<file path="src/rtl/irq_chain_node.sv">
// Multi-channel interrupt source node for the daisy-chained priority bus.
// Optional ack timeout is enabled by defining IRQ_ACK_TIMEOUT_EN.
module irq_chain_node #(
  parameter int unsigned         NUM_CH      = 4,
  parameter int unsigned         VEC_W       = 8,
  parameter logic [VEC_W-1:0]    BASE_VECTOR = VEC_W'(8'h20),
  parameter int unsigned         LEVEL_W     = 4,
  parameter logic [LEVEL_W-1:0]  BASE_LEVEL  = LEVEL_W'(4'd0),
  parameter int unsigned         ACK_TIMEOUT = 16
) (
  input  logic               clk,
  input  logic               reset,
  input  logic [NUM_CH-1:0]  irq_in,
  input  logic               mask_we,
  input  logic [NUM_CH-1:0]  mask_wdata,
  input  logic               chain_pi,
  output logic               chain_po,
  input  logic               ack_in,
  output logic               ack_out,
  input  logic               eoi_in,
  output logic               int_req,
  output logic [VEC_W-1:0]   vector_out,
  output logic [LEVEL_W-1:0] level_out,
  output logic               vector_valid,
  output logic               in_service,
  output logic               timeout_flag
);

  localparam int unsigned CH_W = (NUM_CH > 1) ? $clog2(NUM_CH) : 1;

  localparam logic [1:0] S_IDLE    = 2'd0;
  localparam logic [1:0] S_REQ     = 2'd1;
  localparam logic [1:0] S_ACK     = 2'd2;
  localparam logic [1:0] S_SERVICE = 2'd3;

  logic [1:0]         state_q, state_d;
  logic [NUM_CH-1:0]  irq_q;
  logic [NUM_CH-1:0]  pending_q, pending_d;
  logic [NUM_CH-1:0]  mask_q, mask_d;
  logic [CH_W-1:0]    sel_ch_q, sel_ch_d;
  logic               int_req_q, int_req_d;
  logic [VEC_W-1:0]   vector_q, vector_d;
  logic [LEVEL_W-1:0] level_q, level_d;
  logic               vvalid_q, vvalid_d;
  logic               in_service_q, in_service_d;

  logic [NUM_CH-1:0]  rise_c;
  logic [NUM_CH-1:0]  active_c;
  logic [NUM_CH-1:0]  clr_c;
  logic [CH_W-1:0]    prio_c;
  logic [CH_W-1:0]    sel_ch_c;
  logic               selecting_c;

  assign rise_c      = irq_in & ~irq_q;
  assign active_c    = pending_q & ~mask_q;
  assign selecting_c = (state_q == S_IDLE) || (state_q == S_REQ);
  // Selection tracks active while arbitrating, then stays frozen through service.
  assign sel_ch_c    = selecting_c ? prio_c : sel_ch_q;

  // Fixed priority: lowest active index wins.
  always_comb begin
    prio_c = '0;
    for (int i = int'(NUM_CH) - 1; i >= 0; i--) begin
      if (active_c[i]) prio_c = CH_W'(i);
    end
  end

`ifdef IRQ_ACK_TIMEOUT_EN
  localparam int unsigned CNT_W = (ACK_TIMEOUT > 1) ? $clog2(ACK_TIMEOUT) : 1;

  logic [CNT_W-1:0] cnt_q, cnt_d;
  logic             timeout_q, timeout_d;
  logic             timeout_hit_c;

  assign timeout_hit_c = (state_q == S_REQ) && (|active_c) && !(ack_in && chain_pi)
                         && (cnt_q == CNT_W'(ACK_TIMEOUT - 1));
`endif

  // Next-state and registered-output logic.
  always_comb begin
    state_d  = state_q;
    clr_c    = '0;
    sel_ch_d = sel_ch_q;
    vector_d = vector_q;
    level_d  = level_q;

    case (state_q)
      S_IDLE: begin
        sel_ch_d = sel_ch_c;
        if (|active_c) state_d = S_REQ;
      end
      S_REQ: begin
        sel_ch_d = sel_ch_c;
        if (!(|active_c)) begin
          state_d = S_IDLE;
        end else if (ack_in && chain_pi) begin
          state_d  = S_ACK;
          clr_c    = NUM_CH'(1) << sel_ch_c;
          vector_d = BASE_VECTOR + VEC_W'(sel_ch_c);
          level_d  = BASE_LEVEL + LEVEL_W'(sel_ch_c);
        end
`ifdef IRQ_ACK_TIMEOUT_EN
        else if (timeout_hit_c) begin
          state_d = S_IDLE;
          clr_c   = NUM_CH'(1) << sel_ch_c;
        end
`endif
      end
      S_ACK: begin
        state_d = S_SERVICE;
      end
      S_SERVICE: begin
        if (eoi_in) state_d = S_IDLE;
      end
      default: begin
        state_d = S_IDLE;
      end
    endcase

    // A fresh edge on the channel being cleared keeps it pending.
    pending_d    = (pending_q & ~clr_c) | rise_c;
    mask_d       = mask_we ? mask_wdata : mask_q;
    int_req_d    = (state_d == S_REQ);
    vvalid_d     = (state_d == S_ACK);
    in_service_d = (state_d == S_SERVICE);
  end

  always_ff @(posedge clk or posedge reset) begin
    if (reset) begin
      state_q      <= S_IDLE;
      irq_q        <= '0;
      pending_q    <= '0;
      mask_q       <= '0;
      sel_ch_q     <= '0;
      int_req_q    <= 1'b0;
      vector_q     <= '0;
      level_q      <= '0;
      vvalid_q     <= 1'b0;
      in_service_q <= 1'b0;
    end else begin
      state_q      <= state_d;
      irq_q        <= irq_in;
      pending_q    <= pending_d;
      mask_q       <= mask_d;
      sel_ch_q     <= sel_ch_d;
      int_req_q    <= int_req_d;
      vector_q     <= vector_d;
      level_q      <= level_d;
      vvalid_q     <= vvalid_d;
      in_service_q <= in_service_d;
    end
  end

`ifdef IRQ_ACK_TIMEOUT_EN
  // Counter restarts on every REQ entry; flag is sticky until reset.
  always_comb begin
    cnt_d     = '0;
    timeout_d = timeout_q | timeout_hit_c;
    if ((state_q == S_REQ) && (state_d == S_REQ)) cnt_d = cnt_q + CNT_W'(1);
  end

  always_ff @(posedge clk or posedge reset) begin
    if (reset) begin
      cnt_q     <= '0;
      timeout_q <= 1'b0;
    end else begin
      cnt_q     <= cnt_d;
      timeout_q <= timeout_d;
    end
  end

  assign timeout_flag = timeout_q;
`else
  logic unused_ack_timeout;
  assign unused_ack_timeout = ^(32'(ACK_TIMEOUT));
  assign timeout_flag       = 1'b0;
`endif

  assign chain_po     = chain_pi && (state_q == S_IDLE) && !(|active_c);
  assign ack_out      = ack_in && !((state_q == S_REQ) && chain_pi);
  assign int_req      = int_req_q;
  assign vector_out   = vector_q;
  assign level_out    = level_q;
  assign vector_valid = vvalid_q;
  assign in_service   = in_service_q;

endmodule

</file>
<file path="config.mk">
export PLATFORM = sky130hd
export DESIGN_NAME = irq_chain_node
export DESIGN_NICKNAME = d
export VERILOG_FILES = /design/src/rtl/irq_chain_node.sv
export SDC_FILE = /design/constraint.sdc
export NUM_CORES = 1
export LEC_CHECK = 0
export ABC_AREA = 1
export BUFFER_PORTS_ARGS = -buffer_cell sky130_fd_sc_hd__buf_2
export CAP_MARGIN = 5
export CORE_MARGIN = 2
export CORE_UTILIZATION = 49
export CTS_CLUSTER_DIAMETER = 150
export CTS_CLUSTER_SIZE = 24
export DETAILED_ROUTE_END_ITERATION = 12
export PLACE_DENSITY = 0.78
export SLEW_MARGIN = 20
export SYNTH_ARGS = -nofsm -noshare
export SYNTH_HDL_FRONTEND = slang
export SYNTH_SLANG_ARGS = --single-unit
</file>
<file path="constraint.sdc">
create_clock -name clk -period 1.7 [get_ports clk]
set_clock_uncertainty 0.15 [all_clocks]
set_input_delay 0.51 -clock clk [delete_from_list [all_inputs] [get_ports clk]]
set_output_delay 0.51 -clock clk [all_outputs]
set_load 0.02 [all_outputs]
</file>
## After elaboration in Yosys (flattened, before gate mapping)

Index checks and enable logic that the tools add are counted.

- Add/sub/neg operators: 1
- Eq/ne operators: 6
- Shift operators: 1
- Mux-type cells: 13
- Bitwise gates (word level): 7
- Reduce and logical (&&, ||, !) cells: 12

Operators by type and width:

| operator | number |
|---|---|
| 2-to-1 mux 2 bit | 9 |
| bitwise AND 4 bit | 3 |
| 2-to-1 mux 4 bit | 3 |
| NOT 4 bit | 3 |
| equality test 2 bit (second input constant) | 4 |
| one-hot mux 2 bit (4 select lines) | 1 |
| adder 6 x 2 -> 7 bit (first input constant) | 1 |
| logical AND 1 bit | 5 |
| equality test 2 x 1 -> 1 bit (second input constant) | 2 |
| OR 4 bit | 1 |
| OR reduction 4 bit | 1 |
| left shift 1 x 2 -> 4 bit (first input constant) | 1 |
| AND reduction 3 bit | 1 |
| logical NOT 1 bit | 2 |
| logical NOT 2 bit | 1 |
| OR reduction 2 bit | 1 |
| logical OR 1 bit | 1 |

- Register bits after elaboration: 29
- Bits of input ports: 14
- Word-level logic and storage cells: 50

## Logic depth before layout (Yosys ltp)

Gate-level depths: netlist (run 1).

- Depth in word-level cells: 14
- Depth in mapped cells: 10

## Worst setup path before layout (run 1)

No wires, ideal clock.

- Kind: flip-flop to output port
- Start: reg pending_q[1]
- End: out chain_po
- Arrival time: 1.263 ns
- Data required time: 1.040 ns
- Setup slack: -0.223 ns
- Cell stages (with the launch flop): 6
- Buffers on the path: 0
- Cell sequence: dfrtp_1 -> nand2_2 -> nand2_2 -> inv_2 -> nand2_4 -> nor4_1

- Cells in the longest elaborated chain, start to end: 4

Ends and longest elaborated chain:

| element | RTL line | RTL |
|---|---|---|
| from (decl) | 38 | `logic [NUM_CH-1:0] pending_q, pending_d;` |
| from (signal assigned) | 143 | `pending_q <= pending_d;` |
| bitwise AND 4 bit | 55 | `assign active_c = pending_q & ~mask_q;` |
| OR reduction 4 bit | 179 | `assign chain_po = chain_pi && (state_q == S_IDLE) && !(\|active_c);` |
| logical NOT 1 bit | 179 |  |
| logical AND 1 bit | 179 |  |
| to (decl) | 17 | `output logic chain_po,` |

Every way passes these cells.

## Worst setup path after layout (run 1)

- Start: reg mask_q[3]
- End: out chain_po

- Cells in the longest elaborated chain, start to end: 5

Ends and longest elaborated chain:

| element | RTL line | RTL |
|---|---|---|
| from (decl) | 39 | `logic [NUM_CH-1:0] mask_q, mask_d;` |
| from (signal assigned) | 144 | `mask_q <= mask_d;` |
| NOT 4 bit | 55 |  |
| bitwise AND 4 bit | 55 |  |
| OR reduction 4 bit | 179 |  |
| logical NOT 1 bit | 179 |  |
| logical AND 1 bit | 179 |  |

Every way passes these cells.

==> run summary, run 1 <==
LOGIC SYNTHESIS
--------------------------------------------------------------------------------
Fraction of registers with async set/reset                                  1.00
Post-Synthesis Mean Instance Area                                       8.93 um2
Proportion of synthesized chip area in sequential cells                    0.541
Predominant post-synthesis flop cell                                sky130_fd_sc_hd__dfrtp_1
Cell Area, Synth                                                        1020 um2
Synthesized instance count                                                   114
FF+latch count, synth                                                         22
Number of synthesized flops with an enable pin                                 0
Synth unique cells                                                            20
Total of warnings raised by yosys                                              0

CTS
--------------------------------------------------------------------------------
Clock-pin transition on the worst setup and hold timing paths             130 ps
Maximum number of buffers from clock root to sink                              2
TritonCTS clock tree                                                         yes
# H-tree levels                                                                1
Cts hold-fix bufs                                                              0
Clock insertion delay at the later pin of the skew report                 320 ps
Inserted Clock Buffers                                                         3
Clock tree sinks                                                              22
Buffer cell driving the clock tree root                             sky130_fd_sc_hd__clkbuf_4

STA
--------------------------------------------------------------------------------
Upper clock frequency limit                                              508 MHz
Final clock period utilization by the worst path                            1.16
Summed negative setup slack over all endpoints                           -418 ps
Minimum clock period after layout                                        1970 ps
Final worst slack                                                        -267 ps
Unrepaired setup endpoints after global routing                             true
Final setup viols                                                              2
Final Hold Viols                                                               0
Number of pins exceeding their max-slew limit in the final report              0

FLOORPLANNING
--------------------------------------------------------------------------------
IO Count                                                                      32
Vertical die dimension                                                   49.6 um
Die area                                                                2460 um2
Die width                                                                49.6 um
Starting density of the core                                               0.519
Core ar.                                                                1960 um2
Number of standard-cell rows in the floorplan                                 16

GRT
--------------------------------------------------------------------------------
Via count of the first global-routing pass                                   781
Grt ovf                                                                        0
Antenna violations before repair                                               0
Pin count of the biggest net entering global routing                          23
Global routing usage summed across all routing layers                      0.162
Wire length of the first global-routing pass                             3.05 mm

WORST SETUP PATH
--------------------------------------------------------------------------------
Element type at the critical path end                                output port
Peak fanout along the critical path                                            3
Worst stage delay on the critical path                                    370 ps
Number of cells traversed by the worst register-to-register path              10
Cells along the critical path                                       inv_1 > nand2_1 > nand2_2 > inv_2 > nand2_4 > nor4_4 > buf_4
Endpoint arrival time on the critical path                               1310 ps
CP startpoint kind                                                          flop
Terminus of the critical flop-to-flop path                          pending_q[0]
Standard cell with the maximum stage delay on the critical path     sky130_fd_sc_hd__dfrtp_1
Reg2reg setup slack                                                       140 ps
CP required                                                              1040 ps
R2R Path Start                                                        state_q[1]
Worst setup path category                                             reg -> out

ROUTE
--------------------------------------------------------------------------------
WL/cell                                                                  9.97 um
Violation count after the first detailed-route iteration                       6
Total via count after detailed routing                                       785
Post-detailed-routing wire length                                        1.77 mm
Number of routed nets with antenna violations                                  0
Pre-Repair DR Iteration Count                                                  3
Drt via density                                                             4.41
DRC violations left                                                            0

CELLS AND AREA
--------------------------------------------------------------------------------
Layout filler cell count                                                     182
Commonest non-fill, non-tap cell in the layout                      sky130_fd_sc_hd__nand2_1
Top library cells by usage in the layout, fill and taps aside       sky130_fd_sc_hd__nand2_1, sky130_fd_sc_hd__dfrtp_1, sky130_fd_sc_hd__buf_2, sky130_fd_sc_hd__inv_1, sky130_fd_sc_hd__buf_4
Ratio of cells with drive above 1 in the final layout                      0.397
Number of diodes added for antenna fixing                                      0
Area growth from synthesis to final layout                                 25.6%
Final net count                                                              166

OUTCOME
--------------------------------------------------------------------------------
Failing checks                                                      negative setup slack
Outcome                                                             complete, but fails checks

PLACEMENT
--------------------------------------------------------------------------------
IO Port Bufs                                                                  23
HPWL after detailed placement                                            1.26 mm
Routability congestion estimate                                            0.709

FLOW RUN
--------------------------------------------------------------------------------
Max Cap Violations                                                             0

POWER
--------------------------------------------------------------------------------
Worst-case vdd ir drop                                                    914 uV
Pwr dens                                                             1390 nW/um2
Lkg Pwr                                                                 0.734 nW
PnR Total Power                                                        0.00177 W

HOLD PATH
--------------------------------------------------------------------------------
Worst Hold Class                                                     in -> async

-- worst max path at each step --
stage	slack (ps)	to	startpoint	cells after the start
final	-270	chain_po	mask_q[3]	7
after global routing	-390	chain_po	mask_q[3]	7
after CTS	-270	chain_po	mask_q[3]	7
after detailed placement	-0.04	chain_po	chain_pi	4
after global placement	30	chain_po	chain_pi	4
after floorplan	20	chain_po	pending_q[1]	5
-- flip-flops by register name, summed over array words and instances, names as in the netlist --
name,count
vector_out,2
level_out,1
state_q,2
vector_valid,1
pending_q,4
sel_ch_q,2
irq_q,4
int_req,1
mask_q,4
in_service,1
-- metrics by stage --
| stage | std cells | worst slack [ps] | utilization | instance area (um2) | hold slack (ps) |
|---|---|---|---|---|---|
| floorplan | 121 | 16.0 | - | 1050 | 292 |
| global placement | 164 | 26.1 | 0.585 | 1150 | 293 |
| detailed placement | 164 | -0.0422 | 0.585 | 1150 | 296 |
| CTS | 175 | -266 | 0.635 | 1240 | 56.0 |
| global route | 178 | -387 | 0.652 | 1280 | 73.7 |
| finish | 178 | -267 | 0.652 | 1280 | 44.0 |
-- cell type report --
cell class,count,area [um2],area share
Multi-Input combinational cell,69,359,0.281
Clock buffer,4,36.3,0.0284
Tap cell,27,33.8,0.0264
Timing Repair Buffer,36,221,0.173
Sequential cell,22,551,0.431
Inverter,20,77.6,0.0607
-- synth_stat cells (2+ instances only) --
| library cell | n | area share |
|---|---|---|
| sky130_fd_sc_hd__nand2_1 | 28 | 0.10 |
| sky130_fd_sc_hd__dfrtp_1 | 22 | 0.54 |
| sky130_fd_sc_hd__inv_1 | 15 | 0.055 |
| sky130_fd_sc_hd__buf_4 | 10 | 0.074 |
| sky130_fd_sc_hd__o21ai_0 | 7 | 0.034 |
| sky130_fd_sc_hd__nor2_1 | 5 | 0.018 |
| sky130_fd_sc_hd__inv_2 | 4 | 0.015 |
| sky130_fd_sc_hd__nand2_2 | 4 | 0.025 |
| sky130_fd_sc_hd__nand2_4 | 4 | 0.044 |
| sky130_fd_sc_hd__nand3_1 | 3 | 0.015 |
| sky130_fd_sc_hd__a21oi_1 | 2 | 0.0098 |
| sky130_fd_sc_hd__nor2_2 | 2 | 0.012 |
-- where the power goes --
group	leakage (nW)	total, W	internal [W]	switching [W]
Sequential	0.253	0.000732	0.000652	0.0000801
Clock	0.0210	0.000293	0.000131	0.000163
Combinational	0.460	0.000749	0.000309	0.000440
Total	0.734	0.00177	0.00109	0.000683
-- critical path: cells and delay by family, from the launching register on --
kind / cells / cell delay, ps
simple gates: 4 / 320
buf+inv: 3 / 290
flops: 1 / 370
-- routing by layer --
metal | GRT usage | wire length, um | up-vias
met5 | 0 | 0 | -
met2 | 0.293 | 914 | 22
met3 | 0.0212 | 85 | 7
li1 | - | - | 394
met4 | 0.0972 | 52 | 0
met1 | 0.178 | 722 | 362
-- cell families after synthesis --
| logic type | count (synthesis) | share of synthesized area |
|---|---|---|
| DFF | 22 | 0.541 |
| buffers and inverters | 30 | 0.150 |
| AOI/OAI and AO/OA | 12 | 0.0651 |
| other | 1 | 0.00368 |
| and+or+nand+nor | 49 | 0.241 |
-- what timing repair did --
item,4_1_cts,5_1_grt
endpoints found under the setup margin,2,2
pin swaps,4,1
setup buffers,7,3
gates resized for setup,5,2
No activity file was read; power rests on OpenSTA's default activity.
==> run 2, diff against run 1 <==
- ABC_AREA: 1 -> not set
- CORE_UTILIZATION: 49 -> 47
- GPL_ROUTABILITY_DRIVEN: not set -> 0
- PLACE_DENSITY: 0.78 -> 0.77
==> run summary, run 2 <==
OUTCOME
---------------------------------------------------------------------------------
Outcome                                                              complete, but fails checks   unchanged
Failing checks                                                       negative setup slack   unchanged

FLOORPLANNING
---------------------------------------------------------------------------------
Die area                                                                 2330 um2   was 2460 um2
IO Count                                                                       32   unchanged
Starting density of the core                                                0.484   was 0.519
Die width                                                                 48.3 um   was 49.6 um
Vertical die dimension                                                    48.3 um   was 49.6 um
Core ar.                                                                 1900 um2   was 1960 um2
Number of standard-cell rows in the floorplan                                  16   unchanged

CTS
---------------------------------------------------------------------------------
Clock tree sinks                                                               20   was 22
Cts hold-fix bufs                                                               0   unchanged
Inserted Clock Buffers                                                          3   unchanged
Clock insertion delay at the later pin of the skew report                  290 ps   was 320 ps
TritonCTS clock tree                                                          yes   unchanged
Clock-pin transition on the worst setup and hold timing paths              110 ps   was 130 ps
Maximum number of buffers from clock root to sink                               2   unchanged
# H-tree levels                                                                 1   unchanged
Buffer cell driving the clock tree root                              sky130_fd_sc_hd__clkbuf_4   unchanged

LOGIC SYNTHESIS
---------------------------------------------------------------------------------
Top cells by count, synth                                            sky130_fd_sc_hd__dfrtp_1, sky130_fd_sc_hd__buf_4, sky130_fd_sc_hd__nand2_1, sky130_fd_sc_hd__o21ai_1, sky130_fd_sc_hd__inv_1   was sky130_fd_sc_hd__nand2_1, sky130_fd_sc_hd__dfrtp_1, sky130_fd_sc_hd__inv_1, sky130_fd_sc_hd__buf_4, sky130_fd_sc_hd__o21ai_0
Synthesized instance count                                                     85   was 114
Dominant cells by area after synthesis                               sky130_fd_sc_hd__dfrtp_1, sky130_fd_sc_hd__buf_4, sky130_fd_sc_hd__mux2_2   was sky130_fd_sc_hd__dfrtp_1, sky130_fd_sc_hd__nand2_1, sky130_fd_sc_hd__buf_4
Post-Synthesis Mean Instance Area                                        10.8 um2   was 8.93 um2
Number of synthesized flops with an enable pin                                  0   unchanged
Predominant post-synthesis flop cell                                 sky130_fd_sc_hd__dfrtp_1   unchanged
Synth unique cells                                                             21   was 20
FF+latch count, synth                                                          20   was 22
Proportion of synthesized chip area in sequential cells                     0.543   was 0.541
Library cell occupying the most area in the post-synthesis netlist   sky130_fd_sc_hd__dfrtp_1   unchanged
Total of warnings raised by yosys                                               0   unchanged
Fraction of registers with async set/reset                                   1.00   unchanged
Dominant cell by count in the synthesized netlist                    sky130_fd_sc_hd__dfrtp_1   was sky130_fd_sc_hd__nand2_1
Area share of the largest cell type after synthesis                         0.543   was 0.541
Cell Area, Synth                                                          921 um2   was 1020 um2

ROUTE
---------------------------------------------------------------------------------
DRC violations left                                                             0   unchanged
WL/cell                                                                   11.7 um   was 9.97 um
Drt via density                                                              4.74   was 4.41
Total via count after detailed routing                                        716   was 785
Pre-Repair DR Iteration Count                                                   4   was 3
Post-detailed-routing wire length                                         1.77 mm   about the same
Number of routed nets with antenna violations                                   0   unchanged
Violation count after the first detailed-route iteration                       11   was 6

GRT
---------------------------------------------------------------------------------
Via count of the first global-routing pass                                    667   was 781
Pin count of the biggest net entering global routing                           21   was 23
Grt ovf                                                                         0   unchanged
Global routing usage summed across all routing layers                       0.183   was 0.162
Antenna violations before repair                                                0   unchanged
Wire length of the first global-routing pass                              2.91 mm   was 3.05 mm

POWER
---------------------------------------------------------------------------------
Pwr dens                                                              1210 nW/um2   was 1390 nW/um2
Lkg Pwr                                                                  0.632 nW   was 0.734 nW
Worst-case vdd ir drop                                                     839 uV   was 914 uV

STA
---------------------------------------------------------------------------------
Final worst slack                                                         -342 ps   was -267 ps
Minimum clock period after layout                                         2040 ps   was 1970 ps
Worst hold-check slack                                                    65.1 ps   was 44.0 ps
Upper clock frequency limit                                               490 MHz   was 508 MHz
Final setup viols                                                               2   unchanged
Number of pins exceeding their max-slew limit in the final report               0   unchanged
Final Hold Viols                                                                0   unchanged
Final clock period utilization by the worst path                             1.20   was 1.16
Unrepaired setup endpoints after global routing                              true   unchanged
Summed negative setup slack over all endpoints                            -457 ps   was -418 ps

WORST SETUP PATH
---------------------------------------------------------------------------------
CP startpoint kind                                                           flop   unchanged
Element type at the critical path end                                 output port   unchanged
Worst setup path category                                              reg -> out   unchanged
Endpoint arrival time on the critical path                                1380 ps   was 1310 ps
CP required                                                               1040 ps   about the same
Peak fanout along the critical path                                             2   was 3

CELLS AND AREA
---------------------------------------------------------------------------------
Commonest non-fill, non-tap cell in the layout                       sky130_fd_sc_hd__buf_2   was sky130_fd_sc_hd__nand2_1
Fin cells                                                                     151   was 178
Area taken by multi-input logic gates                                     398 um2   was 359 um2
Area growth from synthesis to final layout                                  33.8%   was 25.6%
Ratio of cells with drive above 1 in the final layout                       0.460   was 0.397
Final net count                                                               139   was 166
Register area                                                             502 um2   was 551 um2
Top library cells by usage in the layout, fill and taps aside        sky130_fd_sc_hd__buf_2, sky130_fd_sc_hd__dfrtp_1, sky130_fd_sc_hd__buf_4, sky130_fd_sc_hd__nand2_1   was sky130_fd_sc_hd__nand2_1, sky130_fd_sc_hd__dfrtp_1, sky130_fd_sc_hd__buf_2, sky130_fd_sc_hd__inv_1, sky130_fd_sc_hd__buf_4
Largest registers                                                    irq_q x4, mask_q x4, pending_q x4   unchanged
Number of diodes added for antenna fixing                                       0   unchanged
Layout filler cell count                                                      152   was 182

PLACEMENT
---------------------------------------------------------------------------------
Post-placement cell count                                                     144   was 164
IO Port Bufs                                                                   23   unchanged
HPWL after detailed placement                                             1.30 mm   was 1.26 mm

FLOW RUN
---------------------------------------------------------------------------------
Max Cap Violations                                                              0   unchanged

HOLD PATH
---------------------------------------------------------------------------------
Worst Hold Class                                                      in -> async   unchanged

==> run 2: cell count changes in the layout (fill, tap and decap cells not counted), sizes merged, moves of 2 or more <==
| cell | before | now |
|---|---|---|
| dfrtp | 22 | 20 |
| nand2 | 36 | 10 |
| o41ai | 0 | 2 |
| nor2b | 0 | 4 |
| a21oi | 2 | 0 |
| nor2 | 8 | 5 |
| mux2 | 0 | 4 |
| nand2b | 0 | 6 |
| buf | 36 | 38 |
| inv | 20 | 7 |
| nand3 | 3 | 1 |
==> run 2: cells by family (layout without fill, tap and decap cells) <==
family	after synthesis	after routing	share of synthesized area
and+or+nand+nor	29	29	0.175
DFF	20	20	0.543
buffers and inverters	17	49	0.110
AOI/OAI and AO/OA	14	14	0.118
muxes	4	4	0.0489
other	1	8	0.00407
==> run 2: critical path, cell delays in order, from the launching register on <==
cell                      delay (ps)
sky130_fd_sc_hd__dfrtp_1         400
sky130_fd_sc_hd__nor2b_4         130
sky130_fd_sc_hd__or2_4           260
sky130_fd_sc_hd__nor4_4          120
sky130_fd_sc_hd__buf_4           180
==> run 2: cell type report <==
cell class / count / share of cell area
Tap cell: 27 / 0.0274
Multi-Input combinational cell: 55 / 0.323
Timing Repair Buffer: 38 / 0.192
Sequential cell: 20 / 0.407
Clock buffer: 4 / 0.0294
Inverter: 7 / 0.0213
==> run 2: final timing paths <==
path | from | endpoint | slack (ps) | depth (start not counted)
worst max register to register | pending_q[2] | level_out[0] | 90 | 6
min in group clk | irq_in[2] | irq_q[2] | 170 | 1
worst min-delay path | reset | pending_q[2] | 70 | 3
worst min register to register | irq_q[1] | pending_q[1] | 270 | 1
worst max-delay path | pending_q[2] | chain_po | -340 | 4
max in group asynchronous | reset | state_q[0] | 1110 | 3
==> run 2: metal layers <==
metal,routed length (um),track usage,part of all wire,up-vias
met3,57,0.0222,0.032,2
li1,-,-,-,346
met1,691,0.222,0.39,349
met2,1010,0.324,0.57,19
met5,0,0,0,-
met4,14,0.0811,0.0079,0
==> run 2: what timing repair did <==
action	4_1_cts	5_1_grt
buffers inserted	0	4
pin swaps	1	3
gates resized for setup	6	5
endpoints found under the setup margin	2	6
==> run 2: power by group <==
group	internal [W]	total, W	leakage, nW	switching [W]
combinational	0.000255	0.000586	0.385	0.000330
clock	0.000130	0.000269	0.0210	0.000138
sequential	0.000573	0.000638	0.226	0.0000649
==> run 2: through the flow <==
step                      utilization  setup WS, ps  cell area, um2  power, W
final                           0.648          -342            1230   0.00149
after global routing            0.648          -424            1230   0.00160
after CTS                       0.622          -349            1180   0.00147
after detailed placement        0.593          -122            1130   0.00117
after global placement          0.593         -96.6            1130   0.00115
after floorplan                     -          4.66             965   0.00101
==> run 3, diff against run 2 <==
- BUFFER_PORTS_ARGS: -buffer_cell sky130_fd_sc_hd__buf_2 -> -buffer_cell sky130_fd_sc_hd__clkbuf_2
==> run summary, run 3 (synthesized netlist as in run 2, its figures left out) <==
STA
--------------------------------------------------------------------------------
Number of pins exceeding their max-slew limit in the final report              0   unchanged
Worst hold-check slack                                                   43.7 ps   was 65.1 ps
Final Hold Viols                                                               0   unchanged
Upper clock frequency limit                                              492 MHz   was 490 MHz
Unrepaired setup endpoints after global routing                             true   unchanged
Final worst slack                                                        -334 ps   was -342 ps
Minimum clock period after layout                                        2030 ps   was 2040 ps
Final clock period utilization by the worst path                            1.20   about the same
Final setup viols                                                              2   unchanged

POWER
--------------------------------------------------------------------------------
Lkg Pwr                                                                 0.625 nW   was 0.632 nW
Worst-case vdd ir drop                                                    877 uV   was 839 uV
Pwr dens                                                             1220 nW/um2   was 1210 nW/um2

CTS
--------------------------------------------------------------------------------
# H-tree levels                                                                1   unchanged
Buffer cell driving the clock tree root                             sky130_fd_sc_hd__clkbuf_4   unchanged
Inserted Clock Buffers                                                         3   unchanged
Clock insertion delay at the later pin of the skew report                 290 ps   about the same
Clock tree sinks                                                              20   unchanged
TritonCTS clock tree                                                         yes   unchanged
Maximum number of buffers from clock root to sink                              2   unchanged
Clock-pin transition on the worst setup and hold timing paths             100 ps   was 110 ps
Cts hold-fix bufs                                                              0   unchanged

WORST SETUP PATH
--------------------------------------------------------------------------------
Total buffers and inverters traversed by the critical path                     1   unchanged
Reg2reg setup slack                                                       120 ps   was 90 ps
Gate family responsible for the most delay along the worst path     simple AND/OR/NAND/NOR gates   unchanged
Cells along the critical path                                       nor2b_4 > or2_4 > nor4_4 > buf_4   unchanged
Endpoint arrival time on the critical path                               1370 ps   was 1380 ps
Worst setup path category                                             reg -> out   unchanged
R2R Path Start                                                        state_q[1]   was pending_q[2]
Number of cells traversed by the worst register-to-register path               5   was 6
Terminus of the critical flop-to-flop path                          pending_q[3]   was level_out[0]
CP required                                                              1040 ps   about the same
Standard cell with the maximum stage delay on the critical path     sky130_fd_sc_hd__dfrtp_1   unchanged
Element type at the critical path end                                output port   unchanged
CP startpoint kind                                                          flop   unchanged
Worst stage delay on the critical path                                    390 ps   was 400 ps
Peak fanout along the critical path                                            2   unchanged

FLOORPLANNING
--------------------------------------------------------------------------------
IO Count                                                                      32   unchanged
Die area                                                                2330 um2   unchanged
Number of standard-cell rows in the floorplan                                 16   unchanged
Die width                                                                48.3 um   unchanged
Vertical die dimension                                                   48.3 um   unchanged
Core ar.                                                                1900 um2   unchanged
Starting density of the core                                               0.484   unchanged

PLACEMENT
--------------------------------------------------------------------------------
HPWL after detailed placement                                            1.30 mm   about the same
IO Port Bufs                                                                  23   unchanged
Pre-CTS setup slack                                                      -153 ps   was -122 ps

HOLD PATH
--------------------------------------------------------------------------------
Worst Hold Class                                                     in -> async   unchanged

ROUTE
--------------------------------------------------------------------------------
Violation count after the first detailed-route iteration                       6   was 11
Drt via density                                                             4.60   was 4.74
DRC violations left                                                            0   unchanged
Post-detailed-routing wire length                                        1.67 mm   was 1.77 mm
Number of routed nets with antenna violations                                  0   unchanged
WL/cell                                                                  11.2 um   was 11.7 um
Pre-Repair DR Iteration Count                                                  4   unchanged
Total via count after detailed routing                                       685   was 716

CELLS AND AREA
--------------------------------------------------------------------------------
Top library cells by usage in the layout, fill and taps aside       sky130_fd_sc_hd__clkbuf_2, sky130_fd_sc_hd__dfrtp_1, sky130_fd_sc_hd__buf_4, sky130_fd_sc_hd__nand2_1   was sky130_fd_sc_hd__buf_2, sky130_fd_sc_hd__dfrtp_1, sky130_fd_sc_hd__buf_4, sky130_fd_sc_hd__nand2_1
Largest registers                                                   irq_q x4, mask_q x4, pending_q x4   unchanged
Ratio of cells with drive above 1 in the final layout                      0.434   was 0.460
Final core occ                                                             0.630   was 0.648
Number of diodes added for antenna fixing                                      0   unchanged
Commonest non-fill, non-tap cell in the layout                      sky130_fd_sc_hd__clkbuf_2   was sky130_fd_sc_hd__buf_2
Register area                                                            502 um2   unchanged
Area taken by multi-input logic gates                                    375 um2   was 398 um2
Final net count                                                              137   was 139
Layout filler cell count                                                     152   unchanged
Area growth from synthesis to final layout                                 30.0%   was 33.8%

GRT
--------------------------------------------------------------------------------
Global routing usage summed across all routing layers                      0.165   was 0.183
Pin count of the biggest net entering global routing                          21   unchanged
Wire length of the first global-routing pass                             2.59 mm   was 2.91 mm
Via count of the first global-routing pass                                   661   was 667
Antenna violations before repair                                               0   unchanged
Grt ovf                                                                        0   unchanged

OUTCOME
--------------------------------------------------------------------------------
Outcome                                                             complete, but fails checks   unchanged
Failing checks                                                      negative setup slack   unchanged

FLOW RUN
--------------------------------------------------------------------------------
Max Cap Violations                                                             0   unchanged

[run 3: repair_timing]
item	CTS	global route
gates resized for setup	6	2
buffers inserted	0	1
endpoints found under the setup margin	2	6
pin swaps	1	1
[run 3: worst max path at each step]
stage / endpoint / slack [ps] / depth (start not counted) / startpoint
6_report: chain_po / -330 / 4 / pending_q[2]
5_1_grt: chain_po / -410 / 4 / pending_q[2]
4_1_cts: chain_po / -380 / 4 / pending_q[3]
3_5_place_dp: chain_po / -150 / 4 / chain_pi
3_3_place_gp: chain_po / -110 / 4 / chain_pi
2_1_floorplan: chain_po / 5 / 3 / pending_q[3]
[run 3: final cells by class]
cell class / instances / share of cell area
Multi-Input combinational cell: 55 / 0.313
Sequential cell: 20 / 0.419
Inverter: 7 / 0.0219
Clock buffer: 4 / 0.0303
Tap cell: 27 / 0.0282
Timing Repair Buffer: 36 / 0.187
[run 3: power by group]
| group | switching, W | internal (W) | total (W) |
|---|---|---|---|
| sequential | 0.0000681 | 0.000573 | 0.000641 |
| clock | 0.000135 | 0.000131 | 0.000265 |
| combinational | 0.000313 | 0.000241 | 0.000554 |
[run 3: metrics by stage]
step | power, W | setup TNS (ps) | area (um2) | std cells
2_1_floorplan | 0.00101 | 0 | 965 | 92
3_3_place_gp | 0.00115 | -112 | 1130 | 144
3_5_place_dp | 0.00117 | -202 | 1130 | 144
4_1_cts | 0.00146 | -532 | 1180 | 148
5_1_grt | 0.00156 | -597 | 1200 | 149
6_report | 0.00146 | -472 | 1200 | 149
[run 3: per-layer routing]
metal | part of all wire | vias up | track usage
li1 | - | 339 | -
met1 | 0.40 | 323 | 0.191
met2 | 0.55 | 21 | 0.289
met3 | 0.044 | 2 | 0.0222
met4 | 0.0084 | 0 | 0.0973
met5 | 0 | - | 0
[run 3: worst register-to-register path: stages, from the launching register on]
cell,delay (ps)
sky130_fd_sc_hd__dfrtp_1,390
sky130_fd_sc_hd__buf_4,160
sky130_fd_sc_hd__and4b_1,320
sky130_fd_sc_hd__nand3_1,160
sky130_fd_sc_hd__o31ai_2,200
sky130_fd_sc_hd__o21ai_1,90
